$ cat src/rtl/lte_sym_framer.sv
// rtl/lte_sym_framer.sv - LTE symbol-timing scheduler producing CP/body framing strobes for preproc
module lte_sym_framer #(
    parameter int DATA_NBIT = 15,
    parameter int SLOT_NUM  = 20
) (
    input  logic                 clk,
    input  logic                 reset,
    input  logic [2:0]           cfg_fft_num,
    input  logic                 cfg_cp_type,
    input  logic                 sync_in,
    input  logic [DATA_NBIT-1:0] src_i,
    input  logic [DATA_NBIT-1:0] src_q,
    input  logic                 src_v,
    output logic [DATA_NBIT-1:0] dout_i,
    output logic [DATA_NBIT-1:0] dout_q,
    output logic                 dout_v,
    output logic                 dout_h,
    output logic                 dout_s,
    output logic [2:0]           dout_sym,
    output logic [4:0]           dout_slot,
    output logic                 sync_lost,
    output logic                 cfg_err
);

    typedef enum logic [1:0] {S_IDLE, S_CP, S_BODY} state_t;

    localparam logic [4:0] LP_SLOT_LAST = 5'(SLOT_NUM - 1);

    state_t               r_state;
    logic [11:0]          r_cnt;
    logic [2:0]           r_sym;
    logic [4:0]           r_slot;
    logic [2:0]           r_n;
    logic                 r_ext;
    logic                 r_cfg_err;
    logic [DATA_NBIT-1:0] r_dout_i;
    logic [DATA_NBIT-1:0] r_dout_q;
    logic                 r_dout_v;
    logic                 r_dout_h;
    logic                 r_dout_s;
    logic [2:0]           r_dout_sym;
    logic [4:0]           r_dout_slot;
    logic                 r_sync_lost;

    state_t               w_state_nxt;
    logic [11:0]          w_cnt_nxt;
    logic [2:0]           w_sym_nxt;
    logic [4:0]           w_slot_nxt;

    // A sync sample is processed as if the frame position were already slot0/sym0/CP0.
    logic                 w_restart;
    logic                 w_active;
    logic                 w_expected;
    state_t               w_pos_state;
    logic [11:0]          w_pos_cnt;
    logic [2:0]           w_pos_sym;
    logic [4:0]           w_pos_slot;
    logic                 w_latch;
    logic                 w_cfg_ok;
    logic [2:0]           w_n;
    logic                 w_ext;
    logic [11:0]          w_fft_len;
    logic [11:0]          w_cp_len;
    logic [2:0]           w_last_sym;
    logic                 w_head;

    assign w_restart   = src_v & sync_in;
    assign w_active    = src_v & (sync_in | (r_state != S_IDLE));
    assign w_expected  = (r_state == S_CP) && (r_cnt == 12'd0) && (r_sym == 3'd0) && (r_slot == 5'd0);
    assign w_pos_state = w_restart ? S_CP  : r_state;
    assign w_pos_cnt   = w_restart ? 12'd0 : r_cnt;
    assign w_pos_sym   = w_restart ? 3'd0  : r_sym;
    assign w_pos_slot  = w_restart ? 5'd0  : r_slot;

    // Config is only taken at the head of symbol 0 so a slot never mixes two timings.
    assign w_latch    = w_active && (w_pos_state == S_CP) && (w_pos_cnt == 12'd0) && (w_pos_sym == 3'd0);
    assign w_cfg_ok   = (cfg_fft_num <= 3'd4);
    assign w_n        = (w_latch && w_cfg_ok) ? cfg_fft_num : r_n;
    assign w_ext      = (w_latch && w_cfg_ok) ? cfg_cp_type : r_ext;
    assign w_fft_len  = 12'd2048 >> w_n;
    assign w_cp_len   = w_ext ? (12'd512 >> w_n) :
                        ((w_pos_sym == 3'd0) ? (12'd160 >> w_n) : (12'd144 >> w_n));
    assign w_last_sym = w_ext ? 3'd5 : 3'd6;
    assign w_head     = w_active && (w_pos_state == S_CP) && (w_pos_cnt == 12'd0);

    always_comb begin
        w_state_nxt = r_state;
        w_cnt_nxt   = r_cnt;
        w_sym_nxt   = r_sym;
        w_slot_nxt  = r_slot;
        if (w_active) begin
            w_state_nxt = w_pos_state;
            w_sym_nxt   = w_pos_sym;
            w_slot_nxt  = w_pos_slot;
            w_cnt_nxt   = w_pos_cnt + 12'd1;
            case (w_pos_state)
                S_CP: begin
                    if (w_pos_cnt == w_cp_len - 12'd1) begin
                        w_state_nxt = S_BODY;
                        w_cnt_nxt   = 12'd0;
                    end
                end
                S_BODY: begin
                    if (w_pos_cnt == w_fft_len - 12'd1) begin
                        w_state_nxt = S_CP;
                        w_cnt_nxt   = 12'd0;
                        if (w_pos_sym == w_last_sym) begin
                            w_sym_nxt  = 3'd0;
                            w_slot_nxt = (w_pos_slot == LP_SLOT_LAST) ? 5'd0 : w_pos_slot + 5'd1;
                        end else begin
                            w_sym_nxt = w_pos_sym + 3'd1;
                        end
                    end
                end
                default: begin
                    w_state_nxt = S_IDLE;
                    w_cnt_nxt   = 12'd0;
                end
            endcase
        end
    end

    always_ff @(posedge clk) begin
        if (!reset) begin
            r_state     <= S_IDLE;
            r_cnt       <= 12'd0;
            r_sym       <= 3'd0;
            r_slot      <= 5'd0;
            r_n         <= 3'd0;
            r_ext       <= 1'b0;
            r_cfg_err   <= 1'b0;
            r_dout_i    <= '0;
            r_dout_q    <= '0;
            r_dout_v    <= 1'b0;
            r_dout_h    <= 1'b0;
            r_dout_s    <= 1'b0;
            r_dout_sym  <= 3'd0;
            r_dout_slot <= 5'd0;
            r_sync_lost <= 1'b0;
        end else begin
            r_state     <= w_state_nxt;
            r_cnt       <= w_cnt_nxt;
            r_sym       <= w_sym_nxt;
            r_slot      <= w_slot_nxt;
            r_n         <= w_n;
            r_ext       <= w_ext;
            if (w_latch && !w_cfg_ok) begin
                r_cfg_err <= 1'b1;
            end
            r_dout_i    <= src_i;
            r_dout_q    <= src_q;
            r_dout_v    <= w_active;
            r_dout_h    <= w_head;
            r_dout_s    <= w_head && (w_pos_sym == 3'd0);
            if (w_active) begin
                r_dout_sym  <= w_pos_sym;
                r_dout_slot <= w_pos_slot;
            end
            r_sync_lost <= w_restart && (r_state != S_IDLE) && !w_expected;
        end
    end

    assign dout_i    = r_dout_i;
    assign dout_q    = r_dout_q;
    assign dout_v    = r_dout_v;
    assign dout_h    = r_dout_h;
    assign dout_s    = r_dout_s;
    assign dout_sym  = r_dout_sym;
    assign dout_slot = r_dout_slot;
    assign sync_lost = r_sync_lost;
    assign cfg_err   = r_cfg_err;

endmodule
$ cat config.mk
export PLATFORM = sky130hd
export DESIGN_NAME = lte_sym_framer
export DESIGN_NICKNAME = d
export VERILOG_FILES = /design/src/rtl/lte_sym_framer.sv
export SDC_FILE = /design/constraint.sdc
export NUM_CORES = 1
export LEC_CHECK = 0
export CAP_MARGIN = 20
export CORE_ASPECT_RATIO = 1.25
export CORE_MARGIN = 2
export CORE_UTILIZATION = 37
export CTS_BUF_LIST = sky130_fd_sc_hd__clkbuf_16
export CTS_CLUSTER_DIAMETER = 150
export DETAILED_ROUTE_END_ITERATION = 8
export PLACE_DENSITY = 0.62
export REMOVE_ABC_BUFFERS = 1
export SETUP_SLACK_MARGIN = 0.1
export SYNTH_ARGS = -nofsm -noshare
export SYNTH_HDL_FRONTEND = slang
export SYNTH_SLANG_ARGS = --single-unit
$ cat constraint.sdc
create_clock -name clk -period 5.25 [get_ports clk]
set_clock_uncertainty 0.2 [all_clocks]
set_input_delay 0.525 -clock clk [delete_from_list [all_inputs] [get_ports clk]]
set_output_delay 0.525 -clock clk [all_outputs]
set_load 0.01 [all_outputs]
==> qor.yml, run 1 <==
power.total_mw: 1.24
worstSetupEndpointType: "flip-flop"
cts_buffers: 9
slew_headroom_pct: 42.3
max-cap-violations: 0
antenna_left: 0
cp_top_family: "simple AND/OR/NAND/NOR gates"
fin_crit_ps: 4890
drc: 0
tritoncts: "yes"
status: "complete, no violations"
dp_hpwl_um: 10700
place.gp.congestion: 0.996
hold_depth: 2
synthCells: 548
worstPathCellList: "clkdlybuf4s50_1 -> nand2_2 -> nand2b_1 -> ha_1 -> and4bb_1 -> nand4_1 -> a21oi_2 -> mux2_2 -> or3_1 -> ha_2 -> xnor2_2 -> o21ai_1 -> a32o_1 -> nand4_1 -> a21oi_2 -> o2111ai_2 -> buf_4 -> or2_2 -> buf_4 -> o21ai_0 -> a21oi_1"
ys_types: 72
critPathArrivalTime_ps: 4870
die_y_um: 124
coreArea_um2: 11200
ys_seq_area_share_pct: 32.4
wl_um: 14200
p_per_area_nw_per_um2: 212
critPathCapture: "r_sym[1]"
rsz0062_at_grt: "no"
slowest_delay_ps: 500
grt_antenna_before_repair: 0
dr.pass1.iters: 5
fmax_mhz: 205
insertion_delay_ps: 330
cp_num_cells: 21
htreeDepth: 3
finalHoldViolCount: 0
crit_required_ps: 5230
drt_iter0_drc: 311
crit_type: "input port to flip-flop"
final-max-slew-violation-count: 0
post-route-period-util_pct: 93.1
r2r_start: "r_state[0]"
synthArstFlopShare_pct: 0
grt_pass1_wl_um: 22500
rows: 43
vias: 4677
n_antenna_cell: 0
die_w_um: 100
regToRegEndpoint: "r_sym[1]"
holdCritPathClass: "flip-flop to flip-flop"
cts.sinks: 69
p_leak_nw: 2.26
area_delta_synth_final_pct: 37.3
start_kind: "input port"
synth_edf_count: 0
crit_buf_inv: 3
yosysWarningCount: 0
port_buffers: 80
vias_per_cell: 5.80
grt_max_degree: 42
crit_path_max_fanout: 5
peakVddDrop_mv: 0.136
setup_violations: 0
final_core_util_pct: 52.4
worstMarginPinSlew_ps: 860
postCtsHoldBufs: 0
r2r_slack_ps: 680
slowest_stage: "clkdlybuf4s50_1"
initial_core_util_pct: 38.1
ys_seq_elements: 69
io-pin-count: 81
layout-drive-gt1-share_pct: 14.5
grt_overflow: 0
syn_avg_cell_area_um2: 7.79
wl_per_cell_um: 17.6
timing.hold.ws_ps: 252
layout.nets: 713
cts.clk_slew.worst_paths_ps: 60
final_common_cell: "clkdlybuf4s50_1"
grt_pass1_vias: 4400
root_buffer: "clkbuf_16"
synth_top_flop_cell: "dfxtp_1"
dieArea_um2: 12400
ff2ff_path_depth: 19
tns_ps: 0
grt_util_all_layers_pct: 22.9
final_cell_mix: "80 x clkdlybuf4s50_1, 69 x dfxtp_1, 63 x nand2_1"
cp-startpoint: "src_v"
clockBufferDepth: 2
synth_area_um2: 4270
==> kinds of logic (layout without fill, tap and decap cells) <==
logic type	count (synthesis)	in the layout	share of synthesized area, %
fa+ha+maj	9	9	2.64
mux	6	6	1.47
buf+inv	54	177	5.22
compound gates	147	147	23.4
xor+xnor	20	20	4.11
flops	69	69	32.4
simple gates	243	243	30.8
==> cell type report <==
type	count	area (um2)
fillers	1124	5330
multi-input cells	425	2710
flip-flops and latches	69	1380
inverters	20	75.1
clock inverters	7	35.0
well taps	135	169
clock buffers	9	225
repair buffers	141	1260
==> worst min-delay path: cells and delay by family, from the launching register on <==
family,cells,cell delay [ps]
DFF,1,300
and+or+nand+nor,1,50
AOI/OAI and AO/OA,1,50
==> registers in the layout, summed over array words and instances, names as in the netlist <==
signal and count:
sync_lost 1, dout_v 1, r_state 2, dout_sym 3, r_ext 1, dout_q 15
r_sym 3, dout_i 15, r_cnt 12, r_n 3, cfg_err 1, dout_h 1
dout_s 1, r_slot 5, dout_slot 5
==> report_power, final <==
group / internal [mW] / switching, mW / total, mW / leakage (nW)
registers: 0.538 / 0.00482 / 0.542 / 0.564
clock network: 0.312 / 0.221 / 0.533 / 0.129
logic: 0.0858 / 0.0817 / 0.167 / 1.57
==> layer usage <==
layer  global-route usage, %  up-vias  wire length (um)
met5                       0        -                 0
met3                    3.42       39               978
li1                        -     2221                 -
met2                    40.8      223              6910
met4                    10.4        0               559
met1                    27.0     2194              5780
==> metrics by stage <==
stage	instances	worst slack, ps	instance area [um2]
detailed placement	785	-19.1	5510
floorplan	514	-597	4120
finish	806	361	5860
global placement	785	77.4	5510
CTS	801	278	5770
global route	806	76.7	5860
==> worst min-delay path by stage <==
stage,startpoint,to,slack (ps)
after global placement,dout_slot[4],dout_slot[4],240
final,dout_slot[4],dout_slot[4],250
after global routing,dout_sym[2],dout_sym[2],280
after floorplan,r_slot[0],dout_slot[0],250
after detailed placement,dout_slot[4],dout_slot[4],250
after CTS,dout_slot[4],dout_slot[4],250
==> synth_stat cells, types with 4 or more instances <==
library cell  count  area share, %
nand3_1          27            3.2
o31ai_1           5           0.88
clkbuf_1         24            2.1
nand2_1          64            5.6
and4_1            5            1.0
nor2b_1           4           0.59
and2_1           38            5.6
nor4_1            8            1.2
a31oi_1          14            2.1
nor3_1            6           0.70
nand4_1          10            1.5
buf_2             6           0.70
xor2_1           10            2.1
o211ai_1         10            1.8
o21ai_1           7           0.82
a211oi_1          4           0.70
xnor2_1          10            2.1
mux2i_1           4           0.94
o21a_1            4           0.70
ha_1              9            2.6
nor2_1           41            3.6
and3_1            7            1.0
dfxtp_1          69             32
o21ai_0          16            1.9
a21oi_1          37            4.3
o22ai_1           8            1.2
inv_1            20            1.8
a21boi_0          5           0.88
nand2b_1         10            1.5
==> timing repair <==
| item | CTS | global route |
|---|---|---|
| endpoints found under the hold margin | 0 | 0 |
| gates resized for setup | 0 | 12 |
| setup endpoints to repair | 0 | 20 |
| setup buffers | 0 | 5 |
Power figures use the tool's default switching activity.
==> run 2, diff against run 1 <==
==> constraint.sdc (replaced) <==
create_clock -name clk -period 5.25 [get_ports clk]
set_clock_uncertainty 0.2 [all_clocks]
set_input_delay 0.525 -clock clk [delete_from_list [all_inputs] [get_ports clk]]
set_output_delay 0.525 -clock clk [all_outputs]
set_load 0.05 [all_outputs]
==> results of run 2 <==
Same layout as run 1 (identical final DEF). Status: complete, no violations.
Among the figures that moved: total power 1.24 mW -> 1.28 mW; worst IR drop on VDD 0.136 mV -> 0.137 mV
==> run 3, diff against run 2 <==
--- a/config.mk
+++ b/config.mk
@@ -6,7 +6,7 @@
 export NUM_CORES = 1
 export LEC_CHECK = 0
 export CAP_MARGIN = 20
-export CORE_ASPECT_RATIO = 1.25
+export CORE_ASPECT_RATIO = 1.4
 export CORE_MARGIN = 2
 export CORE_UTILIZATION = 37
 export CTS_BUF_LIST = sky130_fd_sc_hd__clkbuf_16
==> qor.yml, run 3 (synthesis results as in run 1) <==
p_leak_nw: 2.27  # +0.16%
crit_required_ps: 5310  # +80 ps
final-max-slew-violation-count: 0  # unchanged
wl_um: 14600  # +2.5%
worstSetupEndpointType: "flip-flop"
timing.hold.ws_ps: 254  # +1.44 ps
status: "complete, no violations"
dieArea_um2: 12400  # about the same
layout.nets: 710  # -0.42%
drt_iter0_drc: 289  # -7.1%
vias_per_cell: 5.74  # -1.1%
final_common_cell: "clkdlybuf4s50_1"
grt_max_degree: 42  # unchanged
area_delta_synth_final_pct: 37.7
io-pin-count: 81  # unchanged
tritoncts: "yes"
cts.sinks: 69  # unchanged
fmax_mhz: 204  # -0.21%
crit_type: "input port to flip-flop"
die_y_um: 131  # +5.6%
post-route-period-util_pct: 93.3  # +0.20 points
rsz0062_at_grt: "no"
dp_hpwl_um: 11400  # +6.3%
fin_crit_ps: 4900  # +10.4 ps
clockBufferDepth: 2  # unchanged
n_antenna_cell: 0  # unchanged
postCtsSetupRepairBufs: 0  # unchanged
max-cap-violations: 0  # unchanged
initial_core_util_pct: 37.8  # -0.30 points
slew_headroom_pct: 43.8  # +1.6 points
grt_util_all_layers_pct: 23.9  # +1.0 points
worstMarginPinSlew_ps: 837  # -23.2 ps
cts.clk_slew.worst_paths_ps: 50  # about the same
rows: 46  # +7.0%
fin_area_um2: 5880  # +0.30%
vias: 4660  # -0.36%
port_buffers: 80  # unchanged
crit_path_max_fanout: 6  # +1
root_buffer: "clkbuf_16"
seq_area_um2: 1380  # unchanged
start_kind: "input port"
drc: 0  # unchanged
multi_input_area_um2: 2710  # unchanged
setup_violations: 0  # unchanged
holdCritPathClass: "flip-flop to flip-flop"
wl_per_cell_um: 18.0  # +1.8%
finalHoldViolCount: 0  # unchanged
fillers: 1106  # -1.6%
grt_pass1_wl_um: 22700  # +1.2%
post_dp_cell_area_um2: 5540  # +0.48%
grt_antenna_before_repair: 0  # unchanged
dr.pass1.iters: 5  # unchanged
insertion_delay_ps: 330  # about the same
layout-drive-gt1-share_pct: 14.5  # +0.065 points
peakVddDrop_mv: 0.118
grt_pass1_vias: 4471  # +1.6%
place.gp.congestion: 0.962  # -3.4%
grt_overflow: 0  # unchanged
cts_buffers: 9  # unchanged
coreArea_um2: 11300  # +0.81%
p_per_area_nw_per_um2: 227
critPathArrivalTime_ps: 4960  # +90 ps
die_w_um: 94.8  # -5.3%
final_cell_mix: "80 x clkdlybuf4s50_1, 69 x dfxtp_1, 61 x nand2_1"
htreeDepth: 3  # unchanged
antenna_left: 0  # unchanged
run 3: cell types whose count changed in the layout (fill, tap and decap cells not counted), sizes merged:
| cell | before | now |
|---|---|---|
| inv | 22 | 23 |
| clkinvlp | 2 | 1 |
| clkinv | 3 | 2 |
| bufinv | 0 | 1 |
| buf | 61 | 58 |
run 3: layer usage:
| layer | global-route usage [%] | up-vias | wire [um] |
|---|---|---|---|
| met2 | 42.0 | 263 | 7120 |
| met3 | 4.06 | 60 | 1090 |
| met5 | 0 | - | 0 |
| met4 | 17.3 | 0 | 969 |
| li1 | - | 2206 | - |
| met1 | 25.6 | 2131 | 5400 |
run 3: worst paths after layout:
path	start	end	slack [ps]	depth (start not counted)
worst max-delay path	src_v	r_sym[1]	350	22
worst min-delay path	dout_slot[3]	dout_slot[3]	250	2
worst max register to register	r_state[0]	r_sym[1]	730	20
worst min register to register	dout_slot[3]	dout_slot[3]	250	2
run 3: through the flow:
step	utilization [%]	total power [mW]	instances	worst slack (ps)	TNS (ps)
2_1_floorplan	-	0.658	514	-597	-8400
3_3_place_gp	49.1	0.759	796	86.3	0
3_5_place_dp	49.1	0.759	796	-48.8	-62.0
4_1_cts	51.7	1.34	812	283	0
5_1_grt	52.1	1.39	812	33.9	0
6_report	52.1	1.33	812	350	0
run 3: critical path, cell delays in order:
cell and delay [ps]:
clkdlybuf4s50_1 500, nand2_2 120, nand2_2 100, ha_2 190, and4bb_1 220, nand4_1 240, a21oi_2 230, mux2_2 360
or3_1 350, ha_2 210, xnor2_2 140, o21ai_1 150, a32o_1 140, nand4_1 130, a21oi_2 220, o2111ai_2 160
buf_4 180, or2_2 300, buf_4 150, nor2_1 100, nand3_1 80, a21oi_1 150
run 3: cell type report:
cell class	count	share of cell area [%]
Timing Repair Buffer	138	21.0
Clock buffer	9	3.83
Clock inverter	7	1.15
Inverter	20	1.28
Multi-Input combinational cell	425	46.1
Sequential cell	69	23.5
Tap cell	144	3.07
run 3: power breakdown:
| part | switching, mW | total [mW] | leakage (nW) | internal (mW) |
|---|---|---|---|---|
| clock network | 0.217 | 0.582 | 0.148 | 0.365 |
| registers | 0.00507 | 0.543 | 0.564 | 0.538 |
| logic | 0.122 | 0.208 | 1.56 | 0.0861 |
run 3: timing repair:
action,CTS,global route
setup endpoints to repair,0,19
gates resized for setup,0,13
endpoints found under the hold margin,0,0
hold buffers,0,0
